<file path="config.mk">
export PLATFORM = sky130hd
export DESIGN_NAME = alu_arbiter_flat
export DESIGN_NICKNAME = d
export VERILOG_FILES = /design/src/rtl/alu_arbiter_if.sv /design/src/rtl/alu_arbiter.sv /design/src/flat_wrapper.sv
export SDC_FILE = /design/constraint.sdc
export NUM_CORES = 1
export LEC_CHECK = 0
export CORE_ASPECT_RATIO = 2
export CORE_MARGIN = 2
export CORE_UTILIZATION = 40
export DETAILED_ROUTE_END_ITERATION = 10
export PLACE_DENSITY_LB_ADDON = 0.15
export SLEW_MARGIN = 20
export SYNTH_ARGS = -nofsm -noshare
export SYNTH_HDL_FRONTEND = slang
export SYNTH_SLANG_ARGS = --single-unit
</file>
<file path="constraint.sdc">
create_clock -name clk -period 3.6 [get_ports clk]
set_input_delay 0.36 -clock clk [delete_from_list [all_inputs] [get_ports clk]]
set_output_delay 0.36 -clock clk [all_outputs]
set_load 0.01 [all_outputs]
</file>
<file path="src/rtl/alu_arbiter_if.sv">
// Bundle of request, shared-ALU and response signals for alu_arbiter.
// "slave" is the arbiter's view; "master" is the surrounding environment
// (the two requesters, the ALU and the response consumer).
interface alu_arbiter_if #(
    parameter int N = 32
);
    logic         req0_valid;
    logic         req0_ready;
    logic [N-1:0] req0_a;
    logic [N-1:0] req0_b;
    logic [3:0]   req0_sel;

    logic         req1_valid;
    logic         req1_ready;
    logic [N-1:0] req1_a;
    logic [N-1:0] req1_b;
    logic [3:0]   req1_sel;

    logic [N-1:0] alu_a;
    logic [N-1:0] alu_b;
    logic [3:0]   alu_sel;
    logic [N-1:0] alu_result;
    logic         alu_zero;
    logic         alu_carry;
    logic         alu_overflow;
    logic         alu_sign;

    logic         rsp_valid;
    logic         rsp_ready;
    logic         rsp_id;
    logic [N-1:0] rsp_result;
    logic [3:0]   rsp_flags;
    logic         rsp_err;

    modport slave (
        input  req0_valid, req0_a, req0_b, req0_sel,
        output req0_ready,
        input  req1_valid, req1_a, req1_b, req1_sel,
        output req1_ready,
        output alu_a, alu_b, alu_sel,
        input  alu_result, alu_zero, alu_carry, alu_overflow, alu_sign,
        output rsp_valid, rsp_id, rsp_result, rsp_flags, rsp_err,
        input  rsp_ready
    );

    modport master (
        output req0_valid, req0_a, req0_b, req0_sel,
        input  req0_ready,
        output req1_valid, req1_a, req1_b, req1_sel,
        input  req1_ready,
        input  alu_a, alu_b, alu_sel,
        output alu_result, alu_zero, alu_carry, alu_overflow, alu_sign,
        input  rsp_valid, rsp_id, rsp_result, rsp_flags, rsp_err,
        output rsp_ready
    );
endinterface

</file>
<file path="src/rtl/alu_arbiter.sv">
// Two-requester round-robin arbiter in front of a shared combinational ALU.
// One operation in flight at a time: IDLE (grant) -> EXEC (drive ALU,
// capture) -> RESP (hold response until consumed).
module alu_arbiter #(
    parameter int N = 32
) (
    input  logic        clk,
    input  logic        rst,
    alu_arbiter_if.slave bus
);
    typedef enum logic [1:0] {IDLE, EXEC, RESP} state_t;

    state_t       state;
    logic         last_grant;
    logic [N-1:0] op_a;
    logic [N-1:0] op_b;
    logic [3:0]   op_sel;
    logic         op_id;

    logic         rsp_valid_q;
    logic         rsp_id_q;
    logic [N-1:0] rsp_result_q;
    logic [3:0]   rsp_flags_q;
    logic         rsp_err_q;

    logic         grant0;
    logic         grant1;
    logic         sel_ok;

    // Grant only while idle; on contention favour whoever did not win last.
    always_comb begin
        grant0 = 1'b0;
        grant1 = 1'b0;
        if (state == IDLE) begin
            if (bus.req0_valid && bus.req1_valid) begin
                grant0 = last_grant;
                grant1 = ~last_grant;
            end else begin
                grant0 = bus.req0_valid;
                grant1 = bus.req1_valid;
            end
        end
    end

    // Selects 10..15 have no ALU operation behind them.
    assign sel_ok = (op_sel <= 4'd9);

    assign bus.req0_ready = grant0;
    assign bus.req1_ready = grant1;

    // ALU inputs are quiet outside EXEC so the shared ALU sees zeros.
    assign bus.alu_a   = (state == EXEC) ? op_a   : '0;
    assign bus.alu_b   = (state == EXEC) ? op_b   : '0;
    assign bus.alu_sel = (state == EXEC) ? op_sel : 4'b0000;

    assign bus.rsp_valid  = rsp_valid_q;
    assign bus.rsp_id     = rsp_id_q;
    assign bus.rsp_result = rsp_result_q;
    assign bus.rsp_flags  = rsp_flags_q;
    assign bus.rsp_err    = rsp_err_q;

    // Control FSM plus operation and response registers.
    always_ff @(posedge clk or posedge rst) begin
        if (rst) begin
            state        <= IDLE;
            last_grant   <= 1'b1;   // requester 0 wins the first contention
            op_a         <= '0;
            op_b         <= '0;
            op_sel       <= 4'b0000;
            op_id        <= 1'b0;
            rsp_valid_q  <= 1'b0;
            rsp_id_q     <= 1'b0;
            rsp_result_q <= '0;
            rsp_flags_q  <= 4'b0000;
            rsp_err_q    <= 1'b0;
        end else begin
            case (state)
                IDLE: begin
                    if (grant0 || grant1) begin
                        op_a       <= grant1 ? bus.req1_a   : bus.req0_a;
                        op_b       <= grant1 ? bus.req1_b   : bus.req0_b;
                        op_sel     <= grant1 ? bus.req1_sel : bus.req0_sel;
                        op_id      <= grant1;
                        last_grant <= grant1;
                        state      <= EXEC;
                    end
                end
                EXEC: begin
                    rsp_id_q    <= op_id;
                    rsp_valid_q <= 1'b1;
                    if (sel_ok) begin
                        rsp_result_q <= bus.alu_result;
                        rsp_flags_q  <= {bus.alu_zero, bus.alu_carry,
                                         bus.alu_overflow, bus.alu_sign};
                        rsp_err_q    <= 1'b0;
                    end else begin
                        rsp_result_q <= '0;
                        rsp_flags_q  <= 4'b0000;
                        rsp_err_q    <= 1'b1;
                    end
                    state <= RESP;
                end
                RESP: begin
                    if (bus.rsp_ready) begin
                        rsp_valid_q <= 1'b0;
                        state       <= IDLE;
                    end
                end
                default: state <= IDLE;
            endcase
        end
    end
endmodule

</file>
<file path="src/flat_wrapper.sv">
// flat-port wrapper written by rule: the top's interface ports become plain ports
module alu_arbiter_flat 
#(
    parameter int N = 32
)
  (clk, rst, bus_req0_valid, bus_req0_a, bus_req0_b, bus_req0_sel, bus_req0_ready, bus_req1_valid, bus_req1_a, bus_req1_b, bus_req1_sel, bus_req1_ready, bus_alu_a, bus_alu_b, bus_alu_sel, bus_alu_result, bus_alu_zero, bus_alu_carry, bus_alu_overflow, bus_alu_sign, bus_rsp_valid, bus_rsp_id, bus_rsp_result, bus_rsp_flags, bus_rsp_err, bus_rsp_ready);
  alu_arbiter_if #(.N(N)) bus_i ();
  input  logic clk;
  input  logic rst;
  input wire logic [$bits(bus_i.req0_valid)-1:0] bus_req0_valid;
  input wire logic [$bits(bus_i.req0_a)-1:0] bus_req0_a;
  input wire logic [$bits(bus_i.req0_b)-1:0] bus_req0_b;
  input wire logic [$bits(bus_i.req0_sel)-1:0] bus_req0_sel;
  output wire logic [$bits(bus_i.req0_ready)-1:0] bus_req0_ready;
  input wire logic [$bits(bus_i.req1_valid)-1:0] bus_req1_valid;
  input wire logic [$bits(bus_i.req1_a)-1:0] bus_req1_a;
  input wire logic [$bits(bus_i.req1_b)-1:0] bus_req1_b;
  input wire logic [$bits(bus_i.req1_sel)-1:0] bus_req1_sel;
  output wire logic [$bits(bus_i.req1_ready)-1:0] bus_req1_ready;
  output wire logic [$bits(bus_i.alu_a)-1:0] bus_alu_a;
  output wire logic [$bits(bus_i.alu_b)-1:0] bus_alu_b;
  output wire logic [$bits(bus_i.alu_sel)-1:0] bus_alu_sel;
  input wire logic [$bits(bus_i.alu_result)-1:0] bus_alu_result;
  input wire logic [$bits(bus_i.alu_zero)-1:0] bus_alu_zero;
  input wire logic [$bits(bus_i.alu_carry)-1:0] bus_alu_carry;
  input wire logic [$bits(bus_i.alu_overflow)-1:0] bus_alu_overflow;
  input wire logic [$bits(bus_i.alu_sign)-1:0] bus_alu_sign;
  output wire logic [$bits(bus_i.rsp_valid)-1:0] bus_rsp_valid;
  output wire logic [$bits(bus_i.rsp_id)-1:0] bus_rsp_id;
  output wire logic [$bits(bus_i.rsp_result)-1:0] bus_rsp_result;
  output wire logic [$bits(bus_i.rsp_flags)-1:0] bus_rsp_flags;
  output wire logic [$bits(bus_i.rsp_err)-1:0] bus_rsp_err;
  input wire logic [$bits(bus_i.rsp_ready)-1:0] bus_rsp_ready;
  assign bus_i.req0_valid = bus_req0_valid;
  assign bus_i.req0_a = bus_req0_a;
  assign bus_i.req0_b = bus_req0_b;
  assign bus_i.req0_sel = bus_req0_sel;
  assign bus_req0_ready = bus_i.req0_ready;
  assign bus_i.req1_valid = bus_req1_valid;
  assign bus_i.req1_a = bus_req1_a;
  assign bus_i.req1_b = bus_req1_b;
  assign bus_i.req1_sel = bus_req1_sel;
  assign bus_req1_ready = bus_i.req1_ready;
  assign bus_alu_a = bus_i.alu_a;
  assign bus_alu_b = bus_i.alu_b;
  assign bus_alu_sel = bus_i.alu_sel;
  assign bus_i.alu_result = bus_alu_result;
  assign bus_i.alu_zero = bus_alu_zero;
  assign bus_i.alu_carry = bus_alu_carry;
  assign bus_i.alu_overflow = bus_alu_overflow;
  assign bus_i.alu_sign = bus_alu_sign;
  assign bus_rsp_valid = bus_i.rsp_valid;
  assign bus_rsp_id = bus_i.rsp_id;
  assign bus_rsp_result = bus_i.rsp_result;
  assign bus_rsp_flags = bus_i.rsp_flags;
  assign bus_rsp_err = bus_i.rsp_err;
  assign bus_i.rsp_ready = bus_rsp_ready;
  alu_arbiter #(.N(N)) u_core (.clk(clk), .rst(rst), .bus(bus_i));
endmodule
</file>
# --- Word level (Yosys, flattened, before mapping) ---
# Index checks and enable logic that the tools add are counted.
classes:
  addsub: 0
  multipliers: 0
  div_mod_pow: 0
  n_lt_le_gt_ge: 1
  eq_ne: 4
  shift: 0
  n_mux: 18
  n_bitwise: 1
  n_reduce_logical: 7
ops:
  columns: ["op", "n"]
  rows:
  - ["$mux W32", 5]
  - ["$mux W4", 3]
  - ["$mux W1", 6]
  - ["$pmux W2 S3", 1]
  - ["$reduce_and A2 Y1", 3]
  - ["$le A4 B4 Y1 const B", 1]
  - ["$mux W2", 2]
  - ["$ne A2 B2 Y1 const B", 2]
  - ["$eq A2 B1 Y1 const B", 1]
  - ["$eq A2 B2 Y1 const B", 1]
  - ["$logic_not A2 Y1", 1]
  - ["$pmux W1 S2", 1]
  - ["$reduce_bool A2 Y1", 1]
  - ["$logic_and A1 B1 Y1", 1]
  - ["$logic_or A1 B1 Y1", 1]
  - ["$not A1 Y1", 1]
word_totals:
  register_bits: 111
  latchBits: 0
  ram_bits: 0
  rom_bits: 0
  inputBits: 177
  memories: 0

# --- Logic depth before layout (Yosys ltp) ---
# Gate-level depths: netlist of the first run.
depth:
  word_depth: 6
  depth_mapped: 7

# --- Worst setup path after synthesis of the first run ---
# OpenSTA, ideal clock, no wires.
synth_timing:
  kind: "register to output"
  start: "reg u_core.last_grant"
  end: "out bus_req1_ready"
  arrival_time_ps: 1228
  path_slack_ps: 2012
  stages_incl_launch_ff: 6
  n_path_buf: 3
  cell_sequence: "dfstp_2 -> buf_2 -> nand2_4 -> clkbuf_1 -> clkbuf_2 -> and2_1"
synth_between:
  elab_chain_len: 3
synth_lines:
  columns: ["element", "line_no", "text"]
  rows:
  - ["start: declaration", "alu_arbiter.sv:14", "logic last_grant;"]
  - ["start signal: assignment", "alu_arbiter.sv:84", "last_grant <= grant1;"]
  - ["$not A1 Y1", "alu_arbiter.sv:37", "grant1 = ~last_grant;"]
  - ["$mux W1", "alu_arbiter.sv:35", "if (bus.req0_valid && bus.req1_valid) begin"]
  - ["$mux W1", "alu_arbiter.sv:34", "if (state == IDLE) begin"]
  - ["end: declaration", "flat_wrapper.sv:19", "output wire logic [$bits(bus_i.req1_ready)-1:0] bus_req1_ready;"]
# No other way between the ends.

# --- Final worst setup path of the first run ---
layout_timing:
  start: "reg u_core.state[0]"
  end: "out bus_alu_b[27]"
layout_between:
  elab_chain_len: 2
layout_lines:
  columns: ["element", "line_no", "text"]
  rows:
  - ["start: declaration", "alu_arbiter.sv:13", "state_t state;"]
  - ["start signal: assignment", "alu_arbiter.sv:65", "state <= IDLE;"]
  - ["start signal: assignment", "alu_arbiter.sv:85", "state <= EXEC;"]
  - ["start signal: assignment", "alu_arbiter.sv:101", "state <= RESP;"]
  - ["$eq A2 B1 Y1", "alu_arbiter.sv:53", "assign bus.alu_b = (state == EXEC) ? op_b : '0;"]
  - ["$mux W32", "alu_arbiter.sv:53", null]
  - ["end: declaration", "flat_wrapper.sv:21", "output wire logic [$bits(bus_i.alu_b)-1:0] bus_alu_b;"]
# No other way between the ends.

==> metrics.yaml, run 1 <==
pwr:
  p_leak_nw: 3.85
  vdd_drop_max_uv: 550
  p_total_mw: 6.61
  power_density_nw_per_um2: 727
critical_path:
  end_kind: "primary output"
  critPathLaunchType: "flop"
  setup.worst_path.class: "reg2out"
  path_max_fanout: 36
  startpoint: "u_core.state[0]"
  worstPathArrival_ns: 2.67
  r2r-start: "u_core.last_grant"
  crit_required_ns: 3.24
floorplanning:
  rows: 62
  start_util: 0.410
  die_h_um: 176
  die-area_um2: 15800
  num_io_pins: 286
  die_x_um: 90.0
  core_area_um2: 14400
routing:
  drc_errors: 0
  viasPerCell: 5.79
  ant_nets: 0
  wl_um: 21300
  drt_pass1_iterations: 5
  route.vias.total: 5921
  wl_per_cell_um: 20.9
  drtIter0Drc: 305
clock_tree:
  post-cts-setup-buffers: 0
  htree_levels: 3
  cts.sinks: 111
  cts_hold_buffers: 0
  cts.clk_slew.worst_paths_ns: 0.09
  cts_made_buffers: 9
  clock_latency_ns: 0.37
  cts_resized: 0
  cts_tree: "yes"
  clock_path_buffers: 2
  clk_root_buffer_cell: "clkbuf_16"
place:
  post-place-ws_ns: 0.926
  hpwlAfterDp_um: 14500
  io_buffers: 285
  placed_cells: 1005
  finalWeightedCongestion: 0.826
sta:
  drv_slew: 0
  finalSetupTns_ns: 0
  post-route-period-util: 0.841
  skew_ns: 0.0143
  min_period_ns: 3.03
  hold_viol: 0
  worst_slew_pin_slew_ns: 0.840
  rsz0062_at_grt: "no"
  setup_viol: 0
  relSlewSlack: 0.438
  fmax_ghz: 0.330
  setup_slack_ns: 0.573
global_routing:
  grt_overflow: 0
  grt_pass1_wl_um: 33900
  grt.total_usage: 0.270
  antenna_found_initial: 1
  grt_max_degree: 70
  grt_pass1_vias: 6323
synthesis:
  syn_area_um2: 5910
  muxShareOfSynthArea: 0
  synthXorXnorAreaFrac: 0
  synth_nets: 768
  async_flop_share: 1.00
  synth_area_per_cell_um2: 10.0
  synth_top_area_share: 0.465
  synthCells: 591
  synth.area.top_cells: "dfrtp_1 (47%), o2111ai_1 (10%), nand3b_1 (8.6%), and2_1 (7.3%), and3_1 (7.2%)"
  synthDistinctLibCells: 31
  synth_seq_cells: 111
  synth-compound-area-share: 0.219
  yosysSeqAreaShare: 0.470
  synth_edf_count: 0
  synth_top_family_by_area: "simple AND/OR/NAND/NOR gates"
  yosys.area_share.simple: 0.251
  synth_warnings: 0
  synth_top_area_cell: "dfrtp_1"
  synthAdderAreaFrac: 0
  synth_ff_type: "dfrtp_1"
final_layout:
  drive_gt1_frac: 0.0458
  instances_no_fill: 1022
  final_nets: 1001
  fillers: 1214
  seq_area_um2: 2780
  syn2layout_area_growth_pct: 53.9
  multiInputGateArea_um2: 2790
min_path:
  hp-class: "in2async"
outcome:
  status: "finished, final reports clean"
run:
  maxCapViolCount: 0
## layer usage
| layer | part of all wire | global-route usage |
|---|---|---|
| met1 | 0.37 | 0.307 |
| met5 | 0 | 0 |
| met3 | 0.057 | 0.0504 |
| met2 | 0.52 | 0.473 |
| met4 | 0.056 | 0.153 |
## cell usage in the layout (no fill, tap or decap), drive strengths merged, types with 6 or more instances in the layout
cell	synthesis	routed
a22o	36	36
inv	4	8
clkbuf	59	9
buf	15	12
nor2	9	9
o21ai	69	69
nand2	6	6
clkdlybuf4s50	0	284
nand3b	68	68
and3	68	68
dfrtp	110	110
and2	69	69
o2111ai	68	68
## metrics by stage
stage                     hold WS (ns)  area (um^2)  utilization
after floorplan                  0.439         5910            -
after global placement           0.462         8780        0.609
after detailed placement         0.473         8790        0.609
after CTS                        0.444         9100        0.631
after global routing             0.468         9100        0.631
final                            0.414         9100        0.631
## worst max-delay path, stage by stage, from the launching register on
cell and delay, ns:
dfrtp_1 0.53, nor2b_4 0.66, buf_4 0.39, and2_1 0.17, clkdlybuf4s50_1 0.54
## layout make-up
class / instances / area share
Antenna cell: 1 / 0.000275
Clock buffer: 9 / 0.0247
Clock inverter: 7 / 0.00949
Inverter: 4 / 0.00192
Multi-Input combinational cell: 402 / 0.307
Sequential cell: 111 / 0.305
Tap cell: 192 / 0.0264
Timing Repair Buffer: 296 / 0.325
## path summary, 6_finish.rpt
kind,cells after the start,slack [ns],endpoint
worst max register to register,4,1.66,u_core.op_b[21]
min in group clk,3,0.46,u_core.op_b[25]
worst min register to register,2,0.48,u_core.bus.rsp_id
worst min-delay path,2,0.41,u_core.bus.rsp_result[12]
worst max-delay path,4,0.57,bus_alu_b[27]
max in group asynchronous,3,2.33,u_core.last_grant
## state kept, by name, summed over array words and instances (netlist names)
name                   cells
u_core.bus.rsp_err         1
u_core.bus.rsp_flags       4
u_core.bus.rsp_id          1
u_core.bus.rsp_result     32
u_core.bus.rsp_valid       1
u_core.last_grant          1
u_core.op_a               32
u_core.op_b               32
u_core.op_id               1
u_core.op_sel              4
u_core.state               2
## kinds of logic after synthesis
group / Yosys count
AND/OR/NAND/NOR: 224
AO/OA/AOI/OAI: 178
flip-flops: 111
buffers and inverters: 78
## power by group
group	internal, mW	switching, mW
sequential	1.85	0.380
clock	0.501	0.536
combinational	1.64	1.71
## cell usage after synthesis (2+ instances only)
cell	n
dfrtp_1	110
nand2_1	5
clkbuf_1	50
nand3b_1	68
o21ai_1	17
a22o_1	36
nor2_1	6
buf_4	4
buf_6	4
and2_1	69
buf_2	6
clkbuf_2	9
inv_1	3
o2111ai_1	68
o21ai_0	52
and3_1	68
nor2_4	2
Note: power is estimated with default switching activity, not from simulation.
==> run 2, diff against run 1 <==
==> constraint.sdc (replaced) <==
create_clock -name clk -period 2.8 [get_ports clk]
set_input_delay 0.28 -clock clk [delete_from_list [all_inputs] [get_ports clk]]
set_output_delay 0.28 -clock clk [all_outputs]
set_load 0.01 [all_outputs]
==> run 2 against run 1 <==
  * First-iteration DRC count down 20%
  * Power up 29%
  * Cell area up 0.43%
  * Register-to-register slack worse by 0.74 ns
  * Critical path depth unchanged
  * Utilization up 0.27 points
  * Worst setup slack worse by 0.28 ns
==> metrics.yaml, run 2 (same netlist as run 1, synthesis figures left out) <==
clock_tree:
  cts.clk_slew.worst_paths_ns: 0.08  # was 0.09 ns
  cts_hold_buffers: 0  # unchanged
  htree_levels: 3  # unchanged
  cts_made_buffers: 9  # unchanged
  cts_tree: "yes"  # unchanged
  clock_path_buffers: 2  # unchanged
  clk_root_buffer_cell: "clkbuf_16"  # unchanged
  post-cts-setup-buffers: 0  # unchanged
  cts_resized: 0  # unchanged
  clock_latency_ns: 0.36  # was 0.37 ns
  cts.sinks: 111  # unchanged
sta:
  skew_ns: 0.0138  # was 0.0143 ns
  relSlewSlack: 0.422  # was 0.438
  hold_viol: 0  # unchanged
  post-route-period-util: 0.897
  fmax_ghz: 0.398
  worst_slew_pin_slew_ns: 0.865  # was 0.840 ns
  rsz0062_at_grt: "no"  # unchanged
  drv_slew: 0  # unchanged
  hold_slack_ns: 0.272  # was 0.414 ns
  finalSetupTns_ns: 0  # unchanged
  min_period_ns: 2.51
  setup_viol: 0  # unchanged
critical_path:
  path_max_fanout: 40  # was 36
  cp_slowest_cell: "dfrtp_1"  # was nor2b_4
  setup.worst_path.class: "reg2out"  # unchanged
  max_stage_delay_ns: 0.57  # was 0.66 ns
  worst-path-buf-inv: 2  # unchanged
  crit_required_ns: 2.52  # was 3.24 ns
  end_kind: "primary output"  # unchanged
  worstPathArrival_ns: 2.23  # was 2.67 ns
  crit_chain: "nor2b_4 > buf_4 > and2_1 > clkdlybuf4s50_1"  # unchanged
  critical_path.top_delay_family: "buffers and inverters"  # unchanged
  reg2reg_slack_ns: 0.92  # was 1.66 ns
  critPathLaunchType: "flop"  # unchanged
routing:
  viasPerCell: 5.79  # about the same
  route.vias.total: 5936  # was 5921
  wl_um: 21300  # about the same
  drc_errors: 0  # unchanged
  drt_pass1_iterations: 5  # unchanged
  wl_per_cell_um: 20.8  # was 20.9 um
  ant_nets: 0  # unchanged
  drtIter0Drc: 245  # was 305
place:
  finalWeightedCongestion: 0.863  # was 0.826
  io_buffers: 285  # unchanged
  hpwlAfterDp_um: 14400  # was 14500 um
  placed_cells: 1008  # was 1005
floorplanning:
  core_area_um2: 14400  # unchanged
  rows: 62  # unchanged
  num_io_pins: 286  # unchanged
  start_util: 0.410  # unchanged
  die_x_um: 90.0  # unchanged
  die_h_um: 176  # unchanged
  die-area_um2: 15800  # unchanged
global_routing:
  grt_overflow: 0  # unchanged
  antenna_found_initial: 1  # unchanged
  grt.total_usage: 0.264  # was 0.270
  grt_pass1_vias: 6175  # was 6323
  grt_max_degree: 70  # unchanged
  grt_pass1_wl_um: 33500  # was 33900 um
final_layout:
  final_nets: 1004  # was 1001
  drive_gt1_frac: 0.0493  # was 0.0458
  syn2layout_area_growth_pct: 54.5  # was 53.9%
  final_common_cell: "clkdlybuf4s50_1"  # unchanged
  layout_common_cells: "clkdlybuf4s50_1 (284), dfrtp_1 (110), and2_1 (69)"  # unchanged
  fillers: 1241  # was 1214
  instances_no_fill: 1025  # was 1022
  final_core_util: 0.633  # was 0.631
pwr:
  power_density_nw_per_um2: 930  # was 727 nW/um^2
  vdd_drop_max_uv: 610  # was 550 uV
  p_clk_frac: 0.157  # about the same
  switchingPower_mw: 3.36  # was 2.62 mW
  p_int_mw: 5.14  # was 3.99 mW
  pwr-share-comb: 0.510  # was 0.506
  pwr-share-seq: 0.333  # was 0.337
  p_leak_nw: 3.86  # was 3.85 nW
  p_total_mw: 8.50  # was 6.61 mW
  switching_share: 0.395  # was 0.397
min_path:
  hp-class: "in2async"  # unchanged
outcome:
  status: "finished, final reports clean"  # unchanged
run:
  maxCapViolCount: 0  # unchanged
==> run 2: cell count changes in the layout (fill, tap and decap cells not counted), sizes merged <==
cell	change
clkinvlp	+1
clkinv	-1
buf	+3
==> run 2: routing by layer <==
layer / routed length [um] / track usage / up-vias
met3: 1100 / 0.0427 / 44
met2: 11200 / 0.466 / 245
met4: 818 / 0.123 / 0
li1: - / - / 2688
met5: 0 / 0 / -
met1: 8160 / 0.315 / 2959
==> run 2: through the flow <==
stage,area [um^2],worst slack (ns)
2_1_floorplan,5920,1.18
3_3_place_gp,8820,0.669
3_5_place_dp,8820,0.635
4_1_cts,9140,0.249
5_1_grt,9140,0.147
6_report,9140,0.289
==> run 2: worst paths after layout <==
kind,start,depth (start not counted),endpoint
max in group asynchronous,rst,3,u_core.bus.rsp_result[10]
min in group clk,bus_req0_valid,3,u_core.op_sel[2]
max,u_core.state[0],4,bus_alu_a[1]
min,rst,2,u_core.bus.rsp_result[18]
min reg2reg,u_core.bus.rsp_id,2,u_core.bus.rsp_id
max reg2reg,u_core.state[1],4,u_core.op_sel[0]
==> run 2: final cells by class <==
type | count | area (um^2) | area share
inverter | 4 | 18.8 | 0.00205
sequential | 111 | 2780 | 0.304
antenna | 1 | 2.50 | 0.000274
clock inverter | 7 | 88.8 | 0.00972
tap | 192 | 240 | 0.0263
timing repair buffer | 299 | 2990 | 0.327
clock buffer | 9 | 225 | 0.0246
multi-input combinational | 402 | 2790 | 0.306
==> run 2: power by group through the flow <==
stage,registers (mW),clock network [mW],logic [mW]
2_1_floorplan,2.79,0,2.42
6_report,2.83,1.33,4.33
3_5_place_dp,2.85,0,4.35
3_3_place_gp,2.81,0,4.22
4_1_cts,2.82,1.37,4.38
5_1_grt,2.92,1.43,4.68
==> run 3, diff against run 2 <==
--- a/config.mk
+++ b/config.mk
@@ -10,7 +10,8 @@
 export CORE_UTILIZATION = 40
 export DETAILED_ROUTE_END_ITERATION = 10
 export PLACE_DENSITY_LB_ADDON = 0.15
-export SLEW_MARGIN = 20
+export RECOVER_POWER = 100
+export SLEW_MARGIN = 10
 export SYNTH_ARGS = -nofsm -noshare
 export SYNTH_HDL_FRONTEND = slang
 export SYNTH_SLANG_ARGS = --single-unit
==> run 3 against run 2 <==
  * The flow now finishes with violations (max-capacitance violations, max-slew violations)
  * Global-route usage increased by 0.061 points
  * Hold slack gained 0.053 ns
  * Via count barely moved
  * Combinational power shrank 5%
  * Utilization decreased by 0.39 points
  * Routed wire length about the same
  * Worst setup slack lost 0.075 ns
  * Highest routed layer unchanged
  * Largest power group unchanged
  * Clock power about the same
==> metrics.yaml, run 3 (same netlist as run 1, synthesis figures left out) <==
global_routing:
  grt_pass1_wl_um: 33500  # about the same
  grt_pass1_vias: 6215  # was 6175
  grt_max_degree: 70  # unchanged
  grt.total_usage: 0.265  # was 0.264
  grt_overflow: 0  # unchanged
  antenna_found_initial: 1  # unchanged
final_layout:
  layout_common_cells: "clkdlybuf4s50_1 (204), dfrtp_1 (110), dlygate4sd3_1 (80)"  # was clkdlybuf4s50_1 (284), dfrtp_1 (110), and2_1 (69)
  final_core_util: 0.629  # was 0.633
  final_common_cell: "clkdlybuf4s50_1"  # unchanged
  final_nets: 1004  # unchanged
  seq_area_um2: 2780  # unchanged
  fillers: 1232  # was 1241
  multiInputGateArea_um2: 2780  # was 2790 um^2
  instances_no_fill: 1025  # unchanged
  syn2layout_area_growth_pct: 53.6  # was 54.5%
  drive_gt1_frac: 0.0457  # was 0.0493
critical_path:
  worst-r2r-cell-count: 3  # was 4
  end_kind: "primary output"  # unchanged
  worst-path-stages: 4  # unchanged
  cp_slowest_cell: "dlygate4sd3_1"  # was dfrtp_1
  r2r-start: "u_core.last_grant"  # was u_core.state[1]
  rr_endpoint: "u_core.op_b[23]"  # was u_core.op_sel[0]
  worst-path-buf-inv: 2  # unchanged
  crit_required_ns: 2.52  # about the same
  critical_path.top_delay_family: "buffers and inverters"  # unchanged
  cp-endpoint: "bus_alu_b[24]"  # was bus_alu_a[1]
  setup.worst_path.class: "reg2out"  # unchanged
  reg2reg_slack_ns: 0.34  # was 0.92 ns
  critPathLaunchType: "flop"  # unchanged
  path_max_fanout: 40  # unchanged
  crit_chain: "nor2b_1 > buf_4 > and2_1 > dlygate4sd3_1"  # was nor2b_4 > buf_4 > and2_1 > clkdlybuf4s50_1
  startpoint: "u_core.state[0]"  # unchanged
  worstPathArrival_ns: 2.31  # was 2.23 ns
  max_stage_delay_ns: 0.61  # was 0.57 ns
sta:
  min_period_ns: 2.59  # was 2.51 ns
  setup_slack_ns: 0.213  # was 0.289 ns
  post-route-period-util: 0.924  # was 0.897
  hold_viol: 0  # unchanged
  hold_slack_ns: 0.325  # was 0.272 ns
  setup_viol: 0  # unchanged
  rsz0062_at_grt: "no"  # unchanged
  fmax_ghz: 0.387  # was 0.398 GHz
  finalSetupTns_ns: 0  # unchanged
  skew_ns: 0.0140  # was 0.0138 ns
  drv_slew: 38  # was 0
  relSlewSlack: -0.00633  # was 0.422
  worst_slew_pin_slew_ns: 1.51  # was 0.865 ns
floorplanning:
  die_x_um: 90.0  # unchanged
  rows: 62  # unchanged
  core_area_um2: 14400  # unchanged
  die-area_um2: 15800  # unchanged
  die_h_um: 176  # unchanged
  start_util: 0.410  # unchanged
  num_io_pins: 286  # unchanged
clock_tree:
  clk_root_buffer_cell: "clkbuf_16"  # unchanged
  clock_latency_ns: 0.36  # about the same
  cts_tree: "yes"  # unchanged
  post-cts-setup-buffers: 0  # unchanged
  clock_path_buffers: 2  # unchanged
  htree_levels: 3  # unchanged
  cts_resized: 0  # unchanged
  cts_hold_buffers: 0  # unchanged
  cts.sinks: 111  # unchanged
  cts.clk_slew.worst_paths_ns: 0.08  # about the same
  cts_made_buffers: 9  # unchanged
min_path:
  min_from: "bus_req0_valid"
  hp-class: "in2reg"  # was in2async
pwr:
  vdd_drop_max_uv: 524  # was 610 uV
  power_density_nw_per_um2: 911  # was 930 nW/um^2
  p_leak_nw: 4.00  # was 3.86 nW
place:
  post-place-ws_ns: 0.647  # was 0.635 ns
  hpwlAfterDp_um: 14400  # about the same
  io_buffers: 285  # unchanged
  finalWeightedCongestion: 0.863  # unchanged
  placed_cells: 1008  # unchanged
routing:
  drt_pass1_iterations: 4  # was 5
  route.vias.total: 5931  # was 5936
  drc_errors: 0  # unchanged
  viasPerCell: 5.79  # about the same
  wl_per_cell_um: 20.8  # about the same
  drtIter0Drc: 250  # was 245
  wl_um: 21300  # about the same
  ant_nets: 0  # unchanged
outcome:
  violations: "max-capacitance violations, max-slew violations"
  status: "finished with violations"  # was finished, final reports clean
run:
  maxCapViolCount: 1  # was 0
run 3: worst min path at each step:
stage	to	slack (ns)	cells after the start
floorplan	u_core.bus.rsp_flags[0]	0.41	1
global placement	u_core.bus.rsp_id	0.47	2
detailed placement	u_core.bus.rsp_id	0.47	2
CTS	u_core.bus.rsp_result[18]	0.27	2
global route	u_core.op_sel[1]	0.33	3
finish	u_core.op_sel[1]	0.32	3
run 3: worst min-delay path, cell delays in order:
cell,delay [ns]
buf_2,0.17
o2111ai_1,0.10
nand3b_1,0.08
run 3: stage by stage:
stage               total power [mW]  area (um^2)
floorplan                       5.21         5920
global placement                7.03         8820
detailed placement              7.18         8820
CTS                             8.54         9130
global route                    8.80         9080
finish                          8.27         9080
run 3: area by class of cell:
class                      instances  area share
antenna                            1    0.000276
clock buffer                       9      0.0248
clock inverter                     7     0.00978
inverter                           4     0.00179
multi-input combinational        402       0.306
sequential                       111       0.306
tap                              192      0.0264
timing repair buffer             299       0.325
run 3: report_power, final:
group          internal (mW)  leakage (nW)  switching, mW
Clock                  0.652         0.153          0.687
Combinational           1.92          2.47           2.20
Sequential              2.37          1.38          0.438
run 3: metal layers:
layer | track usage | vias up | routed length [um]
met5 | 0 | - | 0
met4 | 0.118 | 0 | 783
met3 | 0.0482 | 44 | 1180
met2 | 0.475 | 271 | 11300
met1 | 0.308 | 2929 | 8000
li1 | - | 2687 | -
